### src/rtl/anti_theft_fsm_pkg.sv
// Shared definitions for the vehicle anti-theft controller: state codes as
// shown on the display, timer interval select codes, and state classifiers.
package anti_theft_fsm_pkg;

  typedef enum logic [2:0] {
    ST_ARMED       = 3'd0,
    ST_TRIGGERED   = 3'd1,
    ST_SOUND_ALARM = 3'd2,
    ST_ALARM_HOLD  = 3'd3,
    ST_DISARMED    = 3'd4,
    ST_WAIT_OPEN   = 3'd5,
    ST_WAIT_CLOSE  = 3'd6,
    ST_ARMING      = 3'd7
  } state_e;

  localparam logic [1:0] IV_ARM_DELAY       = 2'b00;
  localparam logic [1:0] IV_DRIVER_DELAY    = 2'b01;
  localparam logic [1:0] IV_PASSENGER_DELAY = 2'b10;
  localparam logic [1:0] IV_ALARM_ON        = 2'b11;

  // States that run an external countdown while resident.
  function automatic logic is_timed(input state_e s);
    return (s == ST_TRIGGERED) || (s == ST_ALARM_HOLD) || (s == ST_ARMING);
  endfunction

  // States in which the siren generator runs.
  function automatic logic is_siren(input state_e s);
    return (s == ST_SOUND_ALARM) || (s == ST_ALARM_HOLD);
  endfunction

  // States in which the status LED is lit solid.
  function automatic logic is_led_solid(input state_e s);
    return (s == ST_TRIGGERED) || (s == ST_SOUND_ALARM) || (s == ST_ALARM_HOLD);
  endfunction

endpackage

### src/rtl/anti_theft_fsm_status_blinker.sv
// Blink phase generator for the status LED while the system is armed.
// The blink output presents the phase that will hold after the coming edge,
// so the parent can register it alongside its own state update.
module status_blinker (
  input  logic clock,
  input  logic reset,
  input  logic enable,
  input  logic one_hz_enable,
  input  logic clear,
  output logic blink
);

  logic phase_q;
  logic phase_d;

  // Next phase: clear forces 0, otherwise toggle on each 1 Hz strobe when enabled.
  always_comb begin
    phase_d = phase_q;
    if (clear) begin
      phase_d = 1'b0;
    end else if (enable && one_hz_enable) begin
      phase_d = ~phase_q;
    end else begin
      phase_d = phase_q;
    end
  end

  // Phase register with synchronous reset.
  always_ff @(posedge clock) begin
    if (reset) begin
      phase_q <= 1'b0;
    end else begin
      phase_q <= phase_d;
    end
  end

  assign blink = phase_d;

endmodule

### src/rtl/anti_theft_fsm.sv
// Vehicle anti-theft controller: arms after the doors close, raises an
// alarm on intrusion, and is disarmed by the ignition. Every output is a
// flop updated on the same edge as the state, so estado and the outputs
// always describe the same state.
module anti_theft_fsm
  import anti_theft_fsm_pkg::*;
(
  input  logic       clock,
  input  logic       reset,
  input  logic       ignition,
  input  logic       door_driver,
  input  logic       door_pass,
  input  logic       expired,
  input  logic       one_hz_enable,
  output logic [1:0] interval,
  output logic       start_timer,
  output logic       eneble_siren,
  output logic       status,
  output logic [2:0] estado
);

  state_e     state_q, state_d;
  logic [1:0] interval_q, interval_d;
  logic       start_q, start_d;
  logic       siren_q, siren_d;
  logic       status_q, status_d;

  logic door_open_s;
  logic doors_closed_s;
  logic expired_ok_s;
  logic blink_s;
  logic blink_en_s;
  logic blink_clr_s;

  assign door_open_s    = door_driver | door_pass;
  assign doors_closed_s = ~door_open_s;
  // The timer is just being loaded in the start cycle, so a stale pulse there is dropped.
  assign expired_ok_s   = expired & ~start_q;

  // Next-state logic; ignition beats doors, doors beat expiry.
  always_comb begin
    state_d = state_q;
    case (state_q)
      ST_ARMED: begin
        if (door_open_s) state_d = ST_TRIGGERED;
        else             state_d = state_q;
      end
      ST_TRIGGERED: begin
        if (ignition)          state_d = ST_DISARMED;
        else if (expired_ok_s) state_d = ST_SOUND_ALARM;
        else                   state_d = state_q;
      end
      ST_SOUND_ALARM: begin
        if (ignition)            state_d = ST_DISARMED;
        else if (doors_closed_s) state_d = ST_ALARM_HOLD;
        else                     state_d = state_q;
      end
      ST_ALARM_HOLD: begin
        if (ignition)          state_d = ST_DISARMED;
        else if (door_open_s)  state_d = ST_SOUND_ALARM;
        else if (expired_ok_s) state_d = ST_ARMED;
        else                   state_d = state_q;
      end
      ST_DISARMED: begin
        if (!ignition) state_d = ST_WAIT_OPEN;
        else           state_d = state_q;
      end
      ST_WAIT_OPEN: begin
        if (ignition)         state_d = ST_DISARMED;
        else if (door_driver) state_d = ST_WAIT_CLOSE;
        else                  state_d = state_q;
      end
      ST_WAIT_CLOSE: begin
        if (ignition)            state_d = ST_DISARMED;
        else if (doors_closed_s) state_d = ST_ARMING;
        else                     state_d = state_q;
      end
      ST_ARMING: begin
        if (ignition)          state_d = ST_DISARMED;
        else if (door_open_s)  state_d = ST_WAIT_CLOSE;
        else if (expired_ok_s) state_d = ST_ARMED;
        else                   state_d = state_q;
      end
      default: state_d = ST_ARMED;
    endcase
  end

  // Blink only while staying in ARMED; any entry or exit restarts the phase at 0.
  assign blink_en_s  = (state_q == ST_ARMED);
  assign blink_clr_s = (state_q != ST_ARMED) | (state_d != ST_ARMED);

  status_blinker u_blinker (
    .clock         (clock),
    .reset         (reset),
    .enable        (blink_en_s),
    .one_hz_enable (one_hz_enable),
    .clear         (blink_clr_s),
    .blink         (blink_s)
  );

  // Output values for the state being entered on this edge.
  always_comb begin
    interval_d = IV_ARM_DELAY;
    case (state_d)
      ST_TRIGGERED: begin
        // The delay is chosen by whichever door tripped the alarm and held thereafter.
        if (state_q == ST_TRIGGERED) interval_d = interval_q;
        else if (door_driver)        interval_d = IV_DRIVER_DELAY;
        else                         interval_d = IV_PASSENGER_DELAY;
      end
      ST_ALARM_HOLD: interval_d = IV_ALARM_ON;
      ST_ARMING:     interval_d = IV_ARM_DELAY;
      default:       interval_d = IV_ARM_DELAY;
    endcase

    start_d = is_timed(state_d) && (state_d != state_q);
    siren_d = is_siren(state_d);

    if (state_d == ST_ARMED) status_d = blink_s;
    else                     status_d = is_led_solid(state_d);
  end

  // State and output registers with synchronous reset.
  always_ff @(posedge clock) begin
    if (reset) begin
      state_q    <= ST_ARMED;
      interval_q <= IV_ARM_DELAY;
      start_q    <= 1'b0;
      siren_q    <= 1'b0;
      status_q   <= 1'b0;
    end else begin
      state_q    <= state_d;
      interval_q <= interval_d;
      start_q    <= start_d;
      siren_q    <= siren_d;
      status_q   <= status_d;
    end
  end

  assign estado       = state_q;
  assign interval     = interval_q;
  assign start_timer  = start_q;
  assign eneble_siren = siren_q;
  assign status       = status_q;

endmodule

### config.mk
export PLATFORM = sky130hd
export DESIGN_NAME = anti_theft_fsm
export DESIGN_NICKNAME = d
export VERILOG_FILES = /design/src/rtl/anti_theft_fsm_pkg.sv /design/src/rtl/anti_theft_fsm_status_blinker.sv /design/src/rtl/anti_theft_fsm.sv
export SDC_FILE = /design/constraint.sdc
export NUM_CORES = 1
export LEC_CHECK = 0
export BUFFER_PORTS_ARGS = -buffer_cell sky130_fd_sc_hd__buf_4
export CAP_MARGIN = 20
export CORE_AREA = 2 2 39 41
export CTS_BUF_LIST = sky130_fd_sc_hd__clkbuf_4
export DETAILED_ROUTE_END_ITERATION = 10
export DIE_AREA = 0 0 41 43
export HOLD_SLACK_MARGIN = 0.05
export PLACE_DENSITY = 0.66
export SETUP_SLACK_MARGIN = 0.4
export SYNTH_ARGS = -nofsm -noshare
export SYNTH_HDL_FRONTEND = slang
export SYNTH_SLANG_ARGS = --single-unit
### constraint.sdc
create_clock -name clock -period 3.25 [get_ports clock]
set_clock_uncertainty 0.05 [all_clocks]
set_input_delay 0.325 -clock clock [delete_from_list [all_inputs] [get_ports clock]]
set_output_delay 0.325 -clock clock [all_outputs]
set_load 0.005 [all_outputs]
==> flow_summary.json, run 1 <==
{
  "status": "finished clean",
  "synthesis.area_sq_um": 561,
  "power_density_nw_per_um2": 504,
  "placed_cell_area_sq_um": 662,
  "cts_tree": "done",
  "dp_hpwl_um": 886,
  "mostFrequentLayoutCells": "14 x buf_4, 9 x dfxtp_1, 8 x nor2_1",
  "crit_chain": "nor2_1 -> a21o_2 -> o32ai_2 -> nor2_1 -> nor4bb_4",
  "grt_pass1_wl_mm": 1.94,
  "post_route_cells_drive_above_1_share_pct": 35.1,
  "finalInstanceArea_sq_um": 692,
  "n_fill_cell": 149,
  "holdCritPathClass": "in -> reg",
  "portBuffers": 14,
  "relSlewSlack_pct": 68.5,
  "hold_viol": 0,
  "layout_setup_ws_ps": 1460,
  "place_congestion": 0.808,
  "grt_pass1_vias": 487,
  "layout_commonest_cell": "buf_4",
  "critPathRequiredTime_ps": 3320,
  "fin_nets": 85,
  "path_class": "reg -> reg",
  "whs_ps": 192,
  "synth_top_area_cell": "dfxtp_1",
  "drcViolationCount": 0,
  "cts_resized": 0,
  "cts-root-buf": "clkbuf_4",
  "power_mw": 0.349,
  "htreeDepth": 1,
  "timing.final.crit_share_pct": 55.0,
  "cp_data_arrival_time_ps": 1860,
  "endpoint": "start_timer",
  "clock_latency_ps": 250,
  "antenna_found_initial": 0,
  "postLayoutCoreUtil_pct": 50.0,
  "critPathLaunch": "estado[1]",
  "setup_viol": 0,
  "post_drt_wl_per_cell_um": 12.4,
  "grt_setup_unrepaired": "no",
  "drt_iter0_markers": 12,
  "place_inst": 89,
  "crit_path_top_delay_cell": "dfxtp_1",
  "synthCells": 62,
  "path_clk_slew_ps": 60,
  "grt_max_degree": 14,
  "cts_setup_buffers": 0,
  "cpMostUsedCell": "nor2_1",
  "regArea_sq_um": 180,
  "dp_slack_ps": 1460,
  "fp.dieArea_sq_um": 1760,
  "synth-seq-area-share_pct": 32.1,
  "ys_top_cells_by_area": "dfxtp_1 32%, nor2_1 5.4%, nor4bb_4 4.5%",
  "multiInputGateArea_sq_um": 349,
  "cts_buffer_depth": 2,
  "slew_viol_final": 0,
  "yosys_warnings": 0,
  "drt_wl_total_mm": 1.15,
  "area_growth_pct": 23.4,
  "period_minus_slack_ps": 1790,
  "worstMarginPinSlew_ps": 470,
  "core_sq_um": 1380,
  "drt_pass1_iterations": 4,
  "ys_seq_elements": 9,
  "critPathMaxFanout": 10,
  "viasPerCell": 5.77,
  "endpoint_kind": "flop",
  "synth_top_area_share_pct": 32.1,
  "cts_hold_buf": 0,
  "fmax_mhz": 559,
  "cts_made_buffers": 3,
  "vias": 537,
  "p_leak_nw": 0.294,
  "synth_cell_types": 35,
  "fin_cells": 93,
  "antennaDiodeCount": 0,
  "rrSetupSlack_ps": 1460,
  "setup_tns_ps": 0,
  "syn_area_per_cell_sq_um": 9.04,
  "antenna_left": 0,
  "initial_core_util_pct": 40.5,
  "grt_overflow": 0,
  "vdd_drop_max_uv": 295,
  "timing.rr.end": "start_timer",
  "regToRegStartpoint": "estado[1]",
  "synth_nets": 69,
  "grt_usage_pct": 16.2,
  "numClockSinks": 9,
  "reg2reg_depth": 5,
  "ios": 15,
  "cp_slowest_stage_delay_ps": 540,
  "rows": 14,
  "die_w_um": 41,
  "cp-start-kind": "flop",
  "maxCapViolCount": 0,
  "dieHeight_um": 43
}
[sequential cells by signal (all words and copies together) (netlist names)]
register and count:
estado 3, interval 2, eneble_siren 1, start_timer 1, status 1, u_blinker.phase_q 1
[synthesized netlist by cell type, drive strengths merged]
master	instances
nand3b	1
dfxtp	9
a211oi	3
or2	1
a21o	2
nor4	1
inv	2
o32ai	1
nor2	8
a32o	1
and3b	2
nor4bb	1
nand2b	3
mux2i	1
nor3	3
a31oi	2
and3	3
o21ai	3
nor3b	2
xor2	1
clkbuf	1
nand2	2
nand3	1
a221oi	1
a21oi	1
buf	2
nor2b	2
o31ai	2
[how the worst min path moves through the flow]
stage / from / to / slack (ps) / cells past startpoint
after global routing: reset / estado[2] / 190 / 2
final: reset / estado[2] / 190 / 2
after global placement: interval[1] / interval[1] / 440 / 2
after detailed placement: interval[1] / interval[1] / 450 / 2
after floorplan: reset / estado[1] / 350 / 1
after CTS: reset / estado[2] / 180 / 2
[kinds of logic after synthesis]
group / Yosys count / synth area share [%]
flops: 9 / 32.1
compound gates: 16 / 23.7
simple gates: 30 / 35.3
mux: 1 / 1.79
buf+inv: 5 / 5.58
xor+xnor: 1 / 1.56
[per-layer routing]
layer / share of wire [%] / up-vias / global-route usage, %
li1: - / 260 / -
met1: 43 / 240 / 19.7
met2: 47 / 29 / 24.7
met3: 6.9 / 8 / 1.57
met4: 3.4 / 0 / 12.0
met5: 0 / - / 0
[critical path, delay by kind of cell (launching register included)]
family	cells	cell delay [ps]
AOI/OAI and AO/OA	2	620
and+or+nand+nor	3	450
DFF	1	540
[power breakdown]
part,switching [mW],internal (mW)
registers,0.0156,0.125
logic,0.0533,0.0620
clock network,0.0377,0.0556
total,0.107,0.242
[layout make-up]
cell class | instances | share of cell area (%)
multi-input cells | 48 | 50.5
flip-flops and latches | 9 | 26.0
repair buffers | 14 | 15.2
clock buffers | 4 | 4.34
well taps | 16 | 2.89
inverters | 2 | 1.08
(Power assumes the default switching activity.)
==> run 2: changes to the inputs <==
--- a/config.mk
+++ b/config.mk
@@ -5,6 +5,7 @@
 export SDC_FILE = /design/constraint.sdc
 export NUM_CORES = 1
 export LEC_CHECK = 0
+export ABC_AREA = 1
 export BUFFER_PORTS_ARGS = -buffer_cell sky130_fd_sc_hd__buf_4
 export CAP_MARGIN = 20
 export CORE_AREA = 2 2 39 41
==> constraint.sdc (replaced) <==
create_clock -name clock -period 1.7 [get_ports clock]
set_clock_uncertainty 0.05 [all_clocks]
set_input_delay 0.17 -clock clock [delete_from_list [all_inputs] [get_ports clock]]
set_output_delay 0.17 -clock clock [all_outputs]
set_load 0.005 [all_outputs]
==> run 2 against run 1 <==
Critical endpoint unchanged; area after synthesis rose by 0.22%; fmax increased by 37%; synthesized cell count up 32%; global-route usage grew 1.4 points; largest power group unchanged; wire length rose by 5.4%; critical path depth rose by 6; final area is 11% higher; worst hold slack worse by 28 ps; utilization increased by 5.4 points.
==> flow_summary.json, run 2 <==
{
  "status": "finished clean",
  "drt_pass1_iterations": 4,
  "synthesis.area_sq_um": 562,
  "fin_nets": 110,
  "hp-start": "one_hz_enable",
  "vias": 556,
  "cts_tree": "done",
  "cts_made_buffers": 3,
  "synth_most_common_cell": "nand2_1",
  "initial_core_util_pct": 40.6,
  "post_drt_wl_per_cell_um": 10.3,
  "grt_usage_pct": 17.5,
  "n_fill_cell": 126,
  "drt_iter0_markers": 8,
  "synth_cell_types": 16,
  "grt_pass1_wl_mm": 2.06,
  "reg2reg_depth": 11,
  "cts_buffer_depth": 2,
  "slew_viol_final": 0,
  "fmax_mhz": 764,
  "maxCapViolCount": 0,
  "numClockSinks": 9,
  "fp.dieArea_sq_um": 1760,
  "path_clk_slew_ps": 60,
  "power_density_nw_per_um2": 919,
  "power_frac_comb_pct": 36.3,
  "synth_top_area_cell": "dfxtp_1",
  "synth_nets": 89,
  "ys_top_cells_by_count": "18 x nand2_1, 11 x nand3_1, 10 x nor2_1",
  "die_w_um": 41,
  "critPathRequiredTime_ps": 1810,
  "antennaDiodeCount": 0,
  "p_int_mw": 0.463,
  "holdCritPathClass": "in -> reg",
  "drcViolationCount": 0,
  "antenna_found_initial": 0,
  "holdPathStages": 4,
  "hold_end": "u_blinker.phase_q",
  "post_route_cells_drive_above_1_share_pct": 46.1,
  "timing.rr.end": "start_timer",
  "p_switching_mw": 0.241,
  "mostFrequentLayoutCells": "16 x nand2_1, 16 x buf_4, 11 x nand3_1",
  "p_leak_nw": 0.400,
  "htreeDepth": 1,
  "period_minus_slack_ps": 1310,
  "grt_overflow": 0,
  "ys_top_cells_by_area": "dfxtp_1 32%, nand2_1 12%, nand3_1 9.8%",
  "relSlewSlack_pct": 80.9,
  "synth_top_area_share_pct": 32.1,
  "core_sq_um": 1380,
  "setup_tns_ps": 0,
  "power_frac_seq_pct": 38.4,
  "dieHeight_um": 43,
  "timing.final.crit_share_pct": 77.0,
  "portBuffers": 14,
  "vdd_drop_max_uv": 448,
  "ys_seq_elements": 9,
  "largest_reg_flops": 3,
  "swShare_pct": 34.3,
  "yosys_most_used_dff": "dfxtp_1",
  "worstMarginPinSlew_ps": 286,
  "ios": 15,
  "yosys_warnings": 0,
  "syn_area_per_cell_sq_um": 6.85,
  "drt_wl_total_mm": 1.21,
  "layout_setup_ws_ps": 391,
  "clock_latency_ps": 260,
  "rows": 14,
  "regToRegStartpoint": "estado[1]",
  "path_class": "reg -> reg",
  "whs_ps": 164,
  "grt_max_degree": 8,
  "antenna_left": 0,
  "dp_slack_ps": 192,
  "synth_edf_count": 0,
  "grt_pass1_vias": 514,
  "place_congestion": 0.823,
  "viasPerCell": 4.71,
  "grt_setup_unrepaired": "yes",
  "critPathMaxFanout": 5,
  "hold_viol": 0,
  "cts-root-buf": "clkbuf_4",
  "endpoint_kind": "flop",
  "async_flop_share_pct": 0,
  "synth-seq-area-share_pct": 32.1,
  "area_growth_pct": 36.5,
  "synthCells": 82,
  "rrSetupSlack_ps": 390,
  "pwr-share-clk_pct": 25.3,
  "setup_viol": 0,
  "dp_hpwl_um": 896,
  "cp_data_arrival_time_ps": 1420,
  "cp-start-kind": "flop"
}
run 2: cell types whose count changed after synthesis, moves of 3 or more:
cell / delta
and3_1: -3
nand3_1: +10
nor2_2: +7
inv_1: +6
nand2_1: +16
nand2_2: +6
nand3_2: +3
o21ai_0: -3
run 2: cell families (layout without fill, tap and decap cells):
logic type / Yosys count / in the layout / synth area share [%]
simple gates: 60 / 60 / 56.1
buf+inv: 11 / 31 / 8.69
flops: 9 / 9 / 32.1
compound gates: 2 / 2 / 3.12
run 2: how the worst max path moves through the flow:
stage	startpoint	to	slack, ps	cells after the start
2_1_floorplan	estado[0]	interval[0]	450	11
3_5_place_dp	estado[0]	interval[1]	190	10
4_1_cts	estado[1]	start_timer	400	11
6_report	estado[1]	start_timer	390	11
5_1_grt	estado[1]	start_timer	300	11
3_3_place_gp	estado[0]	interval[1]	220	8
run 2: layout make-up:
type	count	area [sq um]	area share, %
clock buffer	4	30.0	3.92
multi-input combinational	62	360	47.0
inverter	10	37.5	4.89
timing repair buffer	17	130	17.0
tap	16	20.0	2.61
sequential	9	189	24.6
run 2: metrics by stage:
step | cells | power, mW | utilization [%] | cell area, sq um
2_1_floorplan | 82 | 0.424 | - | 562
3_5_place_dp | 111 | 0.494 | 48.8 | 676
4_1_cts | 118 | 0.703 | 54.2 | 751
6_report | 118 | 0.705 | 55.4 | 767
5_1_grt | 118 | 0.761 | 55.4 | 767
3_3_place_gp | 111 | 0.493 | 48.8 | 676
run 2: layer usage:
metal	share of wire (%)	routed length, um	track usage (%)
met1	44	539	22.1
met2	50	602	24.1
met3	4.5	54	4.71
met4	1.4	17	13.3
met5	0	0	0
run 2: worst max-delay path, stage by stage (launching register included):
cell and delay (ps):
dfxtp_4 380, inv_2 70, nand2_1 50, nor2_1 40
nor2_2 90, nand3_2 130, nand2_4 110, nand2_1 50
nand2_1 60, nand3_1 70, nand2_1 60, inv_1 30
run 2: power groups by stage:
stage / Clock [mW] / Combinational (mW) / Sequential, mW
final: 0.178 / 0.256 / 0.270
after global routing: 0.203 / 0.284 / 0.275
after CTS: 0.188 / 0.247 / 0.267
after detailed placement: 0 / 0.223 / 0.272
after global placement: 0 / 0.222 / 0.271
after floorplan: 0 / 0.161 / 0.263
run 2: timing repair:
item,CTS,global route
cloned,0,0
buffers inserted,2,0
pin swaps,1,0
resized for setup,7,5
endpoints found under the setup margin,8,6
hold buffers,1,0
endpoints found under the hold margin,3,0
